File: config.mk
export PLATFORM = sky130hd
export DESIGN_NAME = msg_char_writer_flat
export DESIGN_NICKNAME = d
export VERILOG_FILES = /design/src/rtl/msg_char_writer_if.sv /design/src/rtl/msg_char_writer.sv /design/src/flat_wrapper.sv
export SDC_FILE = /design/constraint.sdc
export NUM_CORES = 1
export LEC_CHECK = 0
export CAP_MARGIN = 10
export CORE_MARGIN = 8
export CORE_UTILIZATION = 40
export DETAILED_ROUTE_END_ITERATION = 10
export PLACE_DENSITY_LB_ADDON = 0.05
export SKIP_CTS_REPAIR_TIMING = 1
export SYNTH_ARGS = -nofsm -noshare
export SYNTH_HDL_FRONTEND = slang
export SYNTH_SLANG_ARGS = --single-unit
File: constraint.sdc
create_clock -name clk -period 1.4 [get_ports clk]
set_input_delay 0.28 -clock clk [delete_from_list [all_inputs] [get_ports clk]]
set_output_delay 0.28 -clock clk [all_outputs]
set_load 0.01 [all_outputs]
File: src/rtl/msg_char_writer_if.sv
// Request and buffer-write signals of the message writer, bundled for port use.
// The slave side is the writer; the master side is the control FSM / buffer model.
interface msg_char_writer_if #(
  parameter int SLOT_W = 2,
  parameter int CODE_W = 5
);
  logic              start;
  logic [2:0]        msg_id;
  logic [1:0]        stage;
  logic [SLOT_W-1:0] slot;
  logic              wr_stall;
  logic              ready;
  logic              busy;
  logic              done;
  logic              buf_we;
  logic [SLOT_W+2:0] buf_waddr;
  logic [CODE_W-1:0] buf_wdata;

  modport master (
    output start, msg_id, stage, slot, wr_stall,
    input  ready, busy, done, buf_we, buf_waddr, buf_wdata
  );

  modport slave (
    input  start, msg_id, stage, slot, wr_stall,
    output ready, busy, done, buf_we, buf_waddr, buf_wdata
  );
endinterface

File: src/rtl/msg_char_writer.sv
// Fills entries 0..6 of one character-buffer line slot with a fixed message,
// one glyph code per un-stalled cycle, then pulses done.
module msg_char_writer #(
  parameter int SLOT_W     = 2,
  parameter int CODE_W     = 5,
  parameter int BLANK_CODE = 19
) (
  input logic              clk,
  input logic              rst,
  msg_char_writer_if.slave bus
);

  typedef enum logic [1:0] {
    IDLE  = 2'd0,
    WRITE = 2'd1,
    DONE  = 2'd2
  } state_t;

  state_t            state_q;
  logic [2:0]        index_q;
  logic [2:0]        msg_q;
  logic [1:0]        stage_q;
  logic [SLOT_W-1:0] slot_q;
  logic              ready_q;
  logic              busy_q;
  logic              done_q;
  logic              we_q;
  logic [SLOT_W+2:0] waddr_q;
  logic [CODE_W-1:0] wdata_q;
  logic [CODE_W-1:0] wdata_d;
  logic [CODE_W-1:0] row_code [8];

  // Message table; ids 6 and 7 (CLEAR / reserved) fall through to all blanks.
  function automatic logic [CODE_W-1:0] glyph(input logic [2:0] m,
                                              input logic [2:0] i,
                                              input logic [1:0] s);
    int v;
    v = BLANK_CODE;
    case (m)
      3'd0: case (i)
        3'd0: v = 6;  3'd1: v = 11; 3'd2: v = 17; 3'd3: v = 11;
        3'd4: v = 13; 3'd6: v = int'(s); default: v = BLANK_CODE;
      endcase
      3'd1: case (i)
        3'd2: v = 8;  3'd3: v = 12; 3'd4: v = 14; default: v = BLANK_CODE;
      endcase
      3'd2: case (i)
        3'd1: v = 6;  3'd2: v = 25; 3'd3: v = 26; 3'd4: v = 11;
        default: v = BLANK_CODE;
      endcase
      3'd3: case (i)
        3'd1: v = 14; 3'd2: v = 11; 3'd3: v = 20; 3'd4: v = 16;
        default: v = BLANK_CODE;
      endcase
      3'd4: case (i)
        3'd1: v = 15; 3'd2: v = 11; 3'd3: v = 16; 3'd4: v = 15;
        3'd5: v = 18; default: v = BLANK_CODE;
      endcase
      3'd5: case (i)
        3'd0: v = 15; 3'd1: v = 11; 3'd2: v = 16; 3'd3: v = 15;
        3'd4: v = 9;  3'd5: v = 10; 3'd6: v = 16; default: v = BLANK_CODE;
      endcase
      default: v = BLANK_CODE;
    endcase
    return CODE_W'(v);
  endfunction

  for (genvar gi = 0; gi < 8; gi++) begin : g_row
    assign row_code[gi] = glyph(msg_q, 3'(gi), stage_q);
  end

  assign wdata_d = row_code[index_q];

  always_ff @(posedge clk) begin
    if (rst) begin
      state_q <= IDLE;
      index_q <= 3'd0;
      msg_q   <= 3'd0;
      stage_q <= 2'd0;
      slot_q  <= '0;
      ready_q <= 1'b1;
      busy_q  <= 1'b0;
      done_q  <= 1'b0;
      we_q    <= 1'b0;
      waddr_q <= '0;
      wdata_q <= '0;
    end else begin
      case (state_q)
        IDLE: begin
          done_q  <= 1'b0;
          we_q    <= 1'b0;
          ready_q <= 1'b1;
          busy_q  <= 1'b0;
          if (bus.start && ready_q) begin
            msg_q   <= bus.msg_id;
            stage_q <= bus.stage;
            slot_q  <= bus.slot;
            index_q <= 3'd0;
            ready_q <= 1'b0;
            busy_q  <= 1'b1;
            state_q <= WRITE;
          end
        end
        WRITE: begin
          // A stalled cycle keeps address/data as they were so the bus stays quiet.
          if (!bus.wr_stall) begin
            we_q    <= 1'b1;
            waddr_q <= {slot_q, index_q};
            wdata_q <= wdata_d;
            index_q <= index_q + 3'd1;
            if (index_q == 3'd6) begin
              state_q <= DONE;
            end
          end else begin
            we_q <= 1'b0;
          end
        end
        DONE: begin
          we_q    <= 1'b0;
          done_q  <= 1'b1;
          state_q <= IDLE;
        end
        default: state_q <= IDLE;
      endcase
    end
  end

  assign bus.ready     = ready_q;
  assign bus.busy      = busy_q;
  assign bus.done      = done_q;
  assign bus.buf_we    = we_q;
  assign bus.buf_waddr = waddr_q;
  assign bus.buf_wdata = wdata_q;

endmodule

File: src/flat_wrapper.sv
// flat-port wrapper written by rule: the top's interface ports become plain ports
module msg_char_writer_flat 
#(
  parameter int SLOT_W     = 2,
  parameter int CODE_W     = 5,
  parameter int BLANK_CODE = 19
)
  (clk, rst, bus_start, bus_msg_id, bus_stage, bus_slot, bus_wr_stall, bus_ready, bus_busy, bus_done, bus_buf_we, bus_buf_waddr, bus_buf_wdata);
  msg_char_writer_if #(.SLOT_W(SLOT_W), .CODE_W(CODE_W)) bus_i ();
  input logic clk;
  input logic rst;
  input wire logic [$bits(bus_i.start)-1:0] bus_start;
  input wire logic [$bits(bus_i.msg_id)-1:0] bus_msg_id;
  input wire logic [$bits(bus_i.stage)-1:0] bus_stage;
  input wire logic [$bits(bus_i.slot)-1:0] bus_slot;
  input wire logic [$bits(bus_i.wr_stall)-1:0] bus_wr_stall;
  output wire logic [$bits(bus_i.ready)-1:0] bus_ready;
  output wire logic [$bits(bus_i.busy)-1:0] bus_busy;
  output wire logic [$bits(bus_i.done)-1:0] bus_done;
  output wire logic [$bits(bus_i.buf_we)-1:0] bus_buf_we;
  output wire logic [$bits(bus_i.buf_waddr)-1:0] bus_buf_waddr;
  output wire logic [$bits(bus_i.buf_wdata)-1:0] bus_buf_wdata;
  assign bus_i.start = bus_start;
  assign bus_i.msg_id = bus_msg_id;
  assign bus_i.stage = bus_stage;
  assign bus_i.slot = bus_slot;
  assign bus_i.wr_stall = bus_wr_stall;
  assign bus_ready = bus_i.ready;
  assign bus_busy = bus_i.busy;
  assign bus_done = bus_i.done;
  assign bus_buf_we = bus_i.buf_we;
  assign bus_buf_waddr = bus_i.buf_waddr;
  assign bus_buf_wdata = bus_i.buf_wdata;
  msg_char_writer #(.SLOT_W(SLOT_W), .CODE_W(CODE_W), .BLANK_CODE(BLANK_CODE)) u_core (.clk(clk), .rst(rst), .bus(bus_i));
endmodule
==> results.md, run 1 <==
* Run status: complete, but fails checks
* Failing checks: negative setup slack
* Max_cap viols at 0
* TritonCTS clock tree: done
* Post-Synthesis Cell Area at 1510 µm²
* Share of post-route cells with drive strength above 1 at 29.0%
* Clock tree buffer depth at 2
* Number of max-slew violations in the final report at 0
* Register Area at 537 µm²
* Destination of the worst register-to-register timing path: u_core.bus.buf_wdata[2]
* Startpoint types: flip-flop
* Class of the most critical hold timing path: reg2reg
* Setup repair after global routing missed its margin: true
* Avg Cell Area, Syn at 8.03 µm²
* Hold depth at 2
* Post-detailed-routing wire length at 4.11 mm
* Synthesized net count at 201
* Slack of the worst reg-to-reg path at -0.03 ns
* Slowest stage delay, CP at 0.42 ns
* Utilization after layout at 61.8%
* Global route hottest layer: met2
* R2r startpoint: u_core.msg_q[2]
* Maximum level of the CTS H-tree at 1
* First-iteration detailed-routing DRC count at 48
* Critical-path cell with the highest stage delay: sky130_fd_sc_hd__or4_1
* First-pass GRT wire length at 6.66 mm
* Std-Cell Core Area at 3630 µm²
* Met1 Track Usage GR at 16.9%
* Post-synthesis to final-layout area growth at 48.9%
* Detailed-router iteration count before antenna repair at 4
* Floorplan die height at 77.4 µm
* Top_reg_cell synth: sky130_fd_sc_hd__dfxtp_1
* Clock buffer count from CTS at 3
* Area of combinational cells with multiple inputs at 925 µm²
* Required time of the critical path at 1.59 ns
* Routed via count divided by cell count at 5.25
* Leading cell type in the layout, fill and taps excluded: sky130_fd_sc_hd__buf_4
* Worst Tran Pin Value at 0.272 ns
* Clock latency at the later pin of the worst-skew pair at 0.27 ns
* Via count of the first global-routing pass at 1,439
* Number of synthesized flops with an enable pin at 0
* Overall via count from detail_route at 1,502
* Worst hold path endpoint: u_core.bus.buf_waddr[1]
* Die Footprint at 5990 µm²
* Final critical-path required period at 1.43 ns
* Synth cell types at 47
* Leading cell types in the layout, fill and taps excluded: 33 x sky130_fd_sc_hd__buf_4, 28 x sky130_fd_sc_hd__nand2_1, 21 x sky130_fd_sc_hd__nor2_1, 21 x sky130_fd_sc_hd__dfxtp_1, 20 x sky130_fd_sc_hd__a21oi_1
* Global placer's final weighted congestion at 0.852
* Largest net degree at the start of global routing at 20
* Pre-CTS setup slack at -0.287 ns
* GR Util All Layers at 13.1%
* Synthesized netlist cell count at 188
* Nets at 252
* Antenna diodes at 0
* Clock Pin Slew Worst Setup and Hold Paths at 0.09 ns
* Overflow after GRT at 0
* Crit path max-delay family: simple AND/OR/NAND/NOR gates
* Buffers plus inverters on the worst setup path at 1
* Async set-or-reset flop fraction in the synthesized netlist at 0%
* Detailed placer's ending HPWL at 3.06 mm
* Grt met2 use at 21.6%
* Ordered list of cells on the worst path: buf_4 > xnor2_2 > mux2i_1 > or4_1 > a311oi_2
* Sequential area share after synthesis at 34.5%
* Areal power density over the cells at 833 nW/µm²
* Total of buffers placed on input and output ports at 24
* Root cell of the clock tree: sky130_fd_sc_hd__clkbuf_8
* Crit end category: flip-flop
* Post-route clock period utilization at 102%
* Rows at 22
* Data arrival time of the critical path at 1.63 ns
* Maximum vdd ir drop at 531 µV
* Starting density of the core at 41.5%
* Worst Setup Slack, final at -0.0341 ns
* Drc violations at 0
* Final number of setup-violating endpoints at 1
* Initial antenna violation count at 0
* Setup total negative slack at -0.0341 ns
* Syn. warnings at 0
* Type of the worst setup path: reg2reg
* Number of antenna-violating nets in the routed design at 0
* CP max FO at 4
* Horizontal extent of the die at 77.4 µm
* CTS sink count at 26
* Met3 Use GR at 2.88%
* Post-placement cell area at 1990 µm²
* Number of filler instances in the final layout at 327
* Final std cell area, no fill at 2250 µm²
* Fin. Hold Viols at 0
* Leakage power summed over all cells at 0.00106 µW
* Number of register bits inferred by synthesis at 26
* Clock tree skew after final layout at 0.00293 ns
* Number of I/O pins at 25
* Worst slew margin relative to its limit at 81.9%
* Fmax at 697 MHz
* Detailed-route wire length per cell at 14.4 µm
* Hold_sp: u_core.bus.buf_waddr[1]
* Worst reg-to-reg path cell count at 5
==> registers in the layout, indices dropped and copies added (netlist names), 2 cells and up <==
register / count
u_core.bus.buf_waddr: 5
u_core.bus.buf_wdata: 5
u_core.index_q: 3
u_core.msg_q: 3
u_core.slot_q: 2
u_core.stage_q: 2
u_core.state_q: 2
==> metrics by stage <==
| step | hold WS, ns | std cells | total power [µW] |
|---|---|---|---|
| final | 0.456 | 286 | 1870 |
| after global routing | 0.482 | 286 | 1960 |
| after CTS | 0.462 | 283 | 1860 |
| after detailed placement | 0.449 | 279 | 1220 |
| after global placement | 0.440 | 279 | 1210 |
| after floorplan | 0.416 | 188 | 1040 |
==> worst register-to-register path, delay by kind of cell, from the launching register on <==
family,cells,cell delay [ns]
buffers and inverters,1,0.14
multiplexers,1,0.08
XOR/XNOR,1,0.13
AO/OA/AOI/OAI,1,0.21
AND/OR/NAND/NOR,1,0.42
flip-flops,1,0.37
==> Yosys cell counts, types with 2 or more instances <==
library cell | number | area share [%]
sky130_fd_sc_hd__nor2b_1 | 4 | 1.7
sky130_fd_sc_hd__buf_4 | 6 | 3.0
sky130_fd_sc_hd__nor4bb_1 | 2 | 1.3
sky130_fd_sc_hd__clkbuf_1 | 3 | 0.75
sky130_fd_sc_hd__and4bb_2 | 2 | 1.7
sky130_fd_sc_hd__nand3b_1 | 2 | 0.99
sky130_fd_sc_hd__o21bai_1 | 2 | 0.99
sky130_fd_sc_hd__and3b_1 | 2 | 1.2
sky130_fd_sc_hd__o2111ai_1 | 2 | 1.2
sky130_fd_sc_hd__nand2_1 | 28 | 7.0
sky130_fd_sc_hd__nor4_2 | 2 | 1.7
sky130_fd_sc_hd__a31oi_1 | 2 | 0.83
sky130_fd_sc_hd__nor3_1 | 5 | 1.7
sky130_fd_sc_hd__nand3_1 | 2 | 0.66
sky130_fd_sc_hd__o21ai_0 | 8 | 2.7
sky130_fd_sc_hd__ha_1 | 2 | 1.7
sky130_fd_sc_hd__a311oi_1 | 2 | 1.2
sky130_fd_sc_hd__dfxtp_1 | 26 | 34
sky130_fd_sc_hd__a41oi_1 | 2 | 1.2
sky130_fd_sc_hd__buf_2 | 7 | 2.3
sky130_fd_sc_hd__inv_1 | 2 | 0.50
sky130_fd_sc_hd__mux2i_1 | 2 | 1.3
sky130_fd_sc_hd__a21o_1 | 2 | 0.99
sky130_fd_sc_hd__nor2_1 | 21 | 5.2
sky130_fd_sc_hd__nor4_1 | 2 | 0.83
sky130_fd_sc_hd__a21oi_1 | 20 | 6.6
sky130_fd_sc_hd__nand2b_1 | 4 | 1.7
sky130_fd_sc_hd__buf_6 | 3 | 2.2
sky130_fd_sc_hd__xnor2_1 | 3 | 1.7
==> area by class of cell <==
cell class,instances,area share (%)
Clock buffer,3,1.84
Inverter,3,0.724
Sequential cell,26,23.9
Timing Repair Buffer,65,28.4
Clock inverter,1,1.34
Tap cell,48,2.67
Multi-Input combinational cell,140,41.1
==> cell families (layout without fill, tap and decap cells) <==
logic type               count (synthesis)  count (layout)  synth area share (%)
AND/OR/NAND/NOR                         82              82                  28.9
AO/OA/AOI/OAI                           51              51                  22.6
flip-flops                              26              26                  34.5
buffers and inverters                   22              72                  9.37
XOR/XNOR                                 3               3                  1.74
adder cells (fa/ha/maj)                  2               2                  1.66
multiplexers                             2               2                  1.33
==> power by group <==
part	internal, µW	switching (µW)
Clock	383	250
Combinational	235	207
Sequential	772	25.6
==> worst max path at each step <==
stage                 startpoint                 endpoint  slack [ns]  cells after the start
2_1_floorplan  u_core.state_q[1]  u_core.bus.buf_wdata[1]       0.007                      5
3_3_place_gp        bus_wr_stall  u_core.bus.buf_wdata[1]       -0.25                      4
3_5_place_dp        bus_wr_stall  u_core.bus.buf_wdata[1]       -0.29                      4
4_1_cts          u_core.msg_q[1]  u_core.bus.buf_wdata[3]       -0.12                      5
5_1_grt          u_core.msg_q[2]  u_core.bus.buf_wdata[4]       -0.14                      5
6_report         u_core.msg_q[2]  u_core.bus.buf_wdata[2]       -0.03                      5
==> metal layers <==
layer  part of all wire [%]  up-vias
li1                       -      770
met1                     48      692
met2                     47       36
met3                    4.2        4
met4                   0.73        0
met5                      0        -
Power figures use the tool's default switching activity.
==> inputs of run 2 (changes only) <==
--- a/config.mk
+++ b/config.mk
@@ -5,12 +5,13 @@
 export SDC_FILE = /design/constraint.sdc
 export NUM_CORES = 1
 export LEC_CHECK = 0
-export CAP_MARGIN = 10
+export CAP_MARGIN = 20
 export CORE_MARGIN = 8
-export CORE_UTILIZATION = 40
+export CORE_UTILIZATION = 45
 export DETAILED_ROUTE_END_ITERATION = 10
 export PLACE_DENSITY_LB_ADDON = 0.05
 export SKIP_CTS_REPAIR_TIMING = 1
+export SLEW_MARGIN = 20
 export SYNTH_ARGS = -nofsm -noshare
 export SYNTH_HDL_FRONTEND = slang
 export SYNTH_SLANG_ARGS = --single-unit
==> results.md, run 2 (synthesized netlist as in run 1, its figures left out) <==
* Initial antenna violation count at 0
* Number of antenna-violating nets in the routed design at 0
* Class of the most critical hold timing path: reg2reg
* Leakage power summed over all cells at 0.000985 µW
* Horizontal extent of the die at 73.9 µm
* Crit end category: flip-flop
* Worst setup path start: u_core.msg_q[1]
* Final number of setup-violating endpoints at 0
* Setup repair after global routing missed its margin: true
* Number of I/O pins at 25
* Nets at 243
* CTS sink count at 26
* Clock Pin Slew Worst Setup and Hold Paths at 0.16 ns
* Std-Cell Core Area at 3280 µm²
* Setup total negative slack at 0 ns
* GR Util All Layers at 15.4%
* Floorplan die height at 73.9 µm
* First-iteration detailed-routing DRC count at 51
* Fmax at 722 MHz
* Clock buffer count from CTS at 3
* Overall via count from detail_route at 1,488
* Ordered list of cells on the worst path: buf_4 > a2111oi_2 > a211oi_1 > a311oi_1
* Number of max-slew violations in the final report at 0
* Worst slew margin relative to its limit at 77.8%
* Slowest stage delay, CP at 0.42 ns
* Max_cap viols at 0
* CP max FO at 14
* Maximum vdd ir drop at 411 µV
* Via count of the first global-routing pass at 1,424
* Root cell of the clock tree: sky130_fd_sc_hd__clkbuf_4
* Clock latency at the later pin of the worst-skew pair at 0.33 ns
* First-pass GRT wire length at 6.71 mm
* Register Area at 542 µm²
* Fin. Hold Viols at 0
* Slack of the worst reg-to-reg path at 0.02 ns
* Share of post-route cells with drive strength above 1 at 24.9%
* Largest net degree at the start of global routing at 24
* Critical-path cell with the highest stage delay: sky130_fd_sc_hd__dfxtp_4
* R2r startpoint: u_core.msg_q[1]
* Post-route clock period utilization at 98.9%
* Run status: finished, final reports clean
* Overflow after GRT at 0
* Maximum level of the CTS H-tree at 1
* Leading cell types in the layout, fill and taps excluded: 28 x sky130_fd_sc_hd__nand2_1, 28 x sky130_fd_sc_hd__buf_4, 21 x sky130_fd_sc_hd__nor2_1, 20 x sky130_fd_sc_hd__a21oi_1, 17 x sky130_fd_sc_hd__dfxtp_1
* Final critical-path required period at 1.38 ns
* Area of combinational cells with multiple inputs at 871 µm²
* Global placer's final weighted congestion at 0.879
* Type of the worst setup path: reg2reg
* Number of filler instances in the final layout at 306
* Buffers plus inverters on the worst setup path at 1
* Hold_sp: u_core.slot_q[0]
* Clock tree skew after final layout at 0.00269 ns
* Startpoint types: flip-flop
* Routed via count divided by cell count at 5.41
* Drc violations at 0
* Post-synthesis to final-layout area growth at 38.3%
* Data arrival time of the critical path at 1.63 ns
* Clock tree buffer depth at 2
* Worst Tran Pin Value at 0.329 ns
* Starting density of the core at 45.9%
* Crit path max-delay family: compound AO/OA/AOI/OAI gates
* Total of buffers placed on input and output ports at 24
* Utilization after layout at 63.5%
* Detailed-router iteration count before antenna repair at 4
* Rows at 21
* Post-detailed-routing wire length at 3.94 mm
* Areal power density over the cells at 835 nW/µm²
* Required time of the critical path at 1.65 ns
* Detailed-route wire length per cell at 14.3 µm
* Antenna diodes at 0
* Detailed placer's ending HPWL at 2.90 mm
* Die Footprint at 5460 µm²
* TritonCTS clock tree: done
[run 2: report_power, final]
group          total (µW)  internal (µW)  switching, µW
logic                 396            212            184
registers             809            775           34.2
clock network         538            289            248
total                1740           1280            466
[run 2: path summary, 6_finish.rpt]
path,endpoint,depth (start not counted)
max reg2reg,u_core.bus.buf_wdata[3],4
min,u_core.bus.buf_waddr[3],2
max,u_core.bus.buf_wdata[3],4
min reg2reg,u_core.bus.buf_waddr[3],2
[run 2: area by class of cell]
type                            count  area share (%)
Tap cell                           46            2.76
Timing Repair Buffer               56            26.3
Multi-Input combinational cell    140            41.7
Inverter                            3           0.779
Sequential cell                    26            26.0
Clock inverter                      1            1.44
Clock buffer                        3            1.08
[run 2: worst reg2reg max path: stages, from the launching register on]
cell and delay, ns:
sky130_fd_sc_hd__dfxtp_4 0.42, sky130_fd_sc_hd__buf_4 0.17, sky130_fd_sc_hd__a2111oi_2 0.37, sky130_fd_sc_hd__a211oi_1 0.08, sky130_fd_sc_hd__a311oi_1 0.27
[run 2: stage by stage]
stage	total power (µW)	cell area, µm²	setup slack, ns	hold WS (ns)	instances
2_1_floorplan	1040	1510	0.00745	0.416	188
3_3_place_gp	1190	1910	-0.254	0.441	269
3_5_place_dp	1200	1910	-0.303	0.448	269
4_1_cts	1730	1960	-0.233	0.468	273
5_1_grt	1820	2090	-0.0964	0.477	275
6_report	1740	2090	0.0153	0.462	275
[run 2: per-layer routing]
metal | up-vias | global-route usage [%] | share of wire [%]
met5 | - | 0 | 0
met4 | 0 | 4.43 | 0.53
met3 | 2 | 3.27 | 5.0
met2 | 38 | 25.8 | 48
met1 | 699 | 19.1 | 47
li1 | 749 | - | -
==> inputs of run 3 (changes only) <==
--- a/config.mk
+++ b/config.mk
@@ -5,9 +5,11 @@
 export SDC_FILE = /design/constraint.sdc
 export NUM_CORES = 1
 export LEC_CHECK = 0
+export ABC_AREA = 1
 export CAP_MARGIN = 20
 export CORE_MARGIN = 8
 export CORE_UTILIZATION = 45
+export CTS_CLUSTER_DIAMETER = 60
 export DETAILED_ROUTE_END_ITERATION = 10
 export PLACE_DENSITY_LB_ADDON = 0.05
 export SKIP_CTS_REPAIR_TIMING = 1
==> results.md, run 3 <==
* Clock latency at the later pin of the worst-skew pair at 0.33 ns
* Number of max-slew violations in the final report at 0
* Final std cell area, no fill at 1770 µm²
* Detailed-route wire length per cell at 12.7 µm
* Data arrival time of the critical path at 1.51 ns
* Max_cap viols at 0
* Starting density of the core at 45.9%
* Critical-path cell with the highest stage delay: sky130_fd_sc_hd__dfxtp_1
* Post-detailed-routing wire length at 3.43 mm
* Leading cell types by count after synthesis: 74 x sky130_fd_sc_hd__nand2_1, 26 x sky130_fd_sc_hd__dfxtp_1, 23 x sky130_fd_sc_hd__nand3_1
* Initial antenna violation count at 0
* Share of post-route cells with drive strength above 1 at 15.5%
* Clock tree skew after final layout at 0.0248 ns
* Clock tree buffer depth at 2
* Synth cell types at 24
* Worst hold slack after final layout at 0.459 ns
* First-iteration detailed-routing DRC count at 111
* Number of register bits inferred by synthesis at 26
* Syn. warnings at 0
* Post-synthesis to final-layout area growth at 29.7%
* Startpoint types: flip-flop
* Post-placement cell area at 1680 µm²
* Most frequent cell after synthesis: sky130_fd_sc_hd__nand2_1
* CP max FO at 6
* Instance count after placement with tap cells included at 267
* Root cell of the clock tree: sky130_fd_sc_hd__clkbuf_4
* Worst slew margin relative to its limit at 83.0%
* Fin. Hold Viols at 0
* Cell types occupying the most area after synthesis: sky130_fd_sc_hd__dfxtp_1 38%, sky130_fd_sc_hd__nand2_1 20%, sky130_fd_sc_hd__nand3_1 8.4%
* Drc violations at 0
* Die Footprint at 5060 µm²
* Ordered list of cells on the worst path: nor2_2 > nand2_2 > nand2_2 > nand3_1 > nand3_1 > nand2_1 > nor2_1 > nor2_1
* Nets at 252
* Number of synthesized flops with an enable pin at 0
* Post-route clock period utilization at 91.7%
* Detailed placer's ending HPWL at 2.68 mm
* Slowest stage delay, CP at 0.40 ns
* Sequential area share after synthesis at 38.1%
* Maximum vdd ir drop at 725 µV
* Global placer's final weighted congestion at 0.845
* Synthesized netlist cell count at 209
* Required time of the critical path at 1.62 ns
* Clock Pin Slew Worst Setup and Hold Paths at 0.16 ns
* Rows at 20
* Leakage power summed over all cells at 0.00101 µW
* Number of I/O pins at 25
* Leading cell type in the layout, fill and taps excluded: sky130_fd_sc_hd__nand2_1
* Type of the worst setup path: reg2reg
* Leading cell types in the layout, fill and taps excluded: 74 x sky130_fd_sc_hd__nand2_1, 23 x sky130_fd_sc_hd__nand3_1, 23 x sky130_fd_sc_hd__dfxtp_1, 17 x sky130_fd_sc_hd__a21oi_1, 16 x sky130_fd_sc_hd__nor2_1
* Avg Cell Area, Syn at 6.54 µm²
* GR Util All Layers at 14.1%
* Async set-or-reset flop fraction in the synthesized netlist at 0%
* Post-Synthesis Cell Area at 1370 µm²
* Share of the synthesized area in the top cell type at 38.1%
* Overall via count from detail_route at 1,409
* Final critical-path required period at 1.28 ns
* Worst Tran Pin Value at 0.253 ns
* Crit end category: flip-flop
* Overflow after GRT at 0
* Leading area contributor after synthesis: sky130_fd_sc_hd__dfxtp_1
* CTS sink count at 26
* TritonCTS clock tree: done
* Total power of the final layout at 1850 µW
* Final number of setup-violating endpoints at 0
* Antenna diodes at 0
* First-pass GRT wire length at 5.80 mm
* Number of antenna-violating nets in the routed design at 0
* Clock buffer count from CTS at 3
* Run status: finished, final reports clean
* Horizontal extent of the die at 71.1 µm
* Utilization after layout at 59.5%
* Maximum level of the CTS H-tree at 1
* Areal power density over the cells at 1040 nW/µm²
* Routed via count divided by cell count at 5.20
* Via count of the first global-routing pass at 1,336
* Total of buffers placed on input and output ports at 24
* Synthesized net count at 222
* Class of the most critical hold timing path: in2reg
* Fmax at 779 MHz
* Floorplan die height at 71.1 µm
* Cell Count, Final, Fillers Out at 271
* Largest net degree at the start of global routing at 16
* Top_reg_cell synth: sky130_fd_sc_hd__dfxtp_1
* Detailed-router iteration count before antenna repair at 4
* Std-Cell Core Area at 2980 µm²
-- run 3: logic make-up after synthesis --
family                   share of synthesized area [%]
adder cells (fa/ha/maj)                           1.83
AO/OA/AOI/OAI                                     11.4
buffers and inverters                             7.51
flip-flops                                        38.1
AND/OR/NAND/NOR                                   41.1
-- run 3: metrics by stage --
stage / setup WS [ns] / setup TNS (ns)
after floorplan: 0.209 / 0
after global placement: -0.0134 / -0.0198
after detailed placement: -0.0480 / -0.183
after CTS: -0.167 / -1.72
after global routing: -0.0127 / -0.0127
final: 0.116 / 0
-- run 3: critical path, delay by kind of cell (launching register included) --
kind | cells | cell delay (ns)
DFF | 1 | 0.40
and+or+nand+nor | 8 | 0.79
-- run 3: final cells by class --
type | count | area, µm²
Clock buffer | 3 | 22.5
Clock inverter | 1 | 30.0
Fill cell | 295 | 1210
Inverter | 14 | 55.1
Multi-Input combinational cell | 160 | 748
Sequential cell | 26 | 524
Tap cell | 33 | 41.3
Timing Repair Buffer | 34 | 350
-- run 3: power breakdown --
| group | switching (µW) | internal, µW |
|---|---|---|
| Clock | 234 | 290 |
| Sequential | 46.7 | 793 |
| Combinational | 284 | 201 |
| Total | 565 | 1280 |
-- run 3: path summary, 6_finish.rpt --
path,start,to,slack (ns),cells after the start
worst max register to register,u_core.msg_q[2],u_core.bus.buf_wdata[0],0.12,8
worst max-delay path,u_core.msg_q[2],u_core.bus.buf_wdata[0],0.12,8
worst min register to register,u_core.bus.busy,u_core.bus.busy,0.46,2
worst min-delay path,bus_slot[0],u_core.slot_q[0],0.46,3
-- run 3: routing by layer --
| metal | track usage, % | wire length, µm | part of all wire, % |
|---|---|---|---|
| met1 | 17.4 | 1610 | 47 |
| met2 | 22.3 | 1580 | 46 |
| met3 | 4.24 | 198 | 5.8 |
| met4 | 5.54 | 48 | 1.4 |
| met5 | 0 | 0 | 0 |
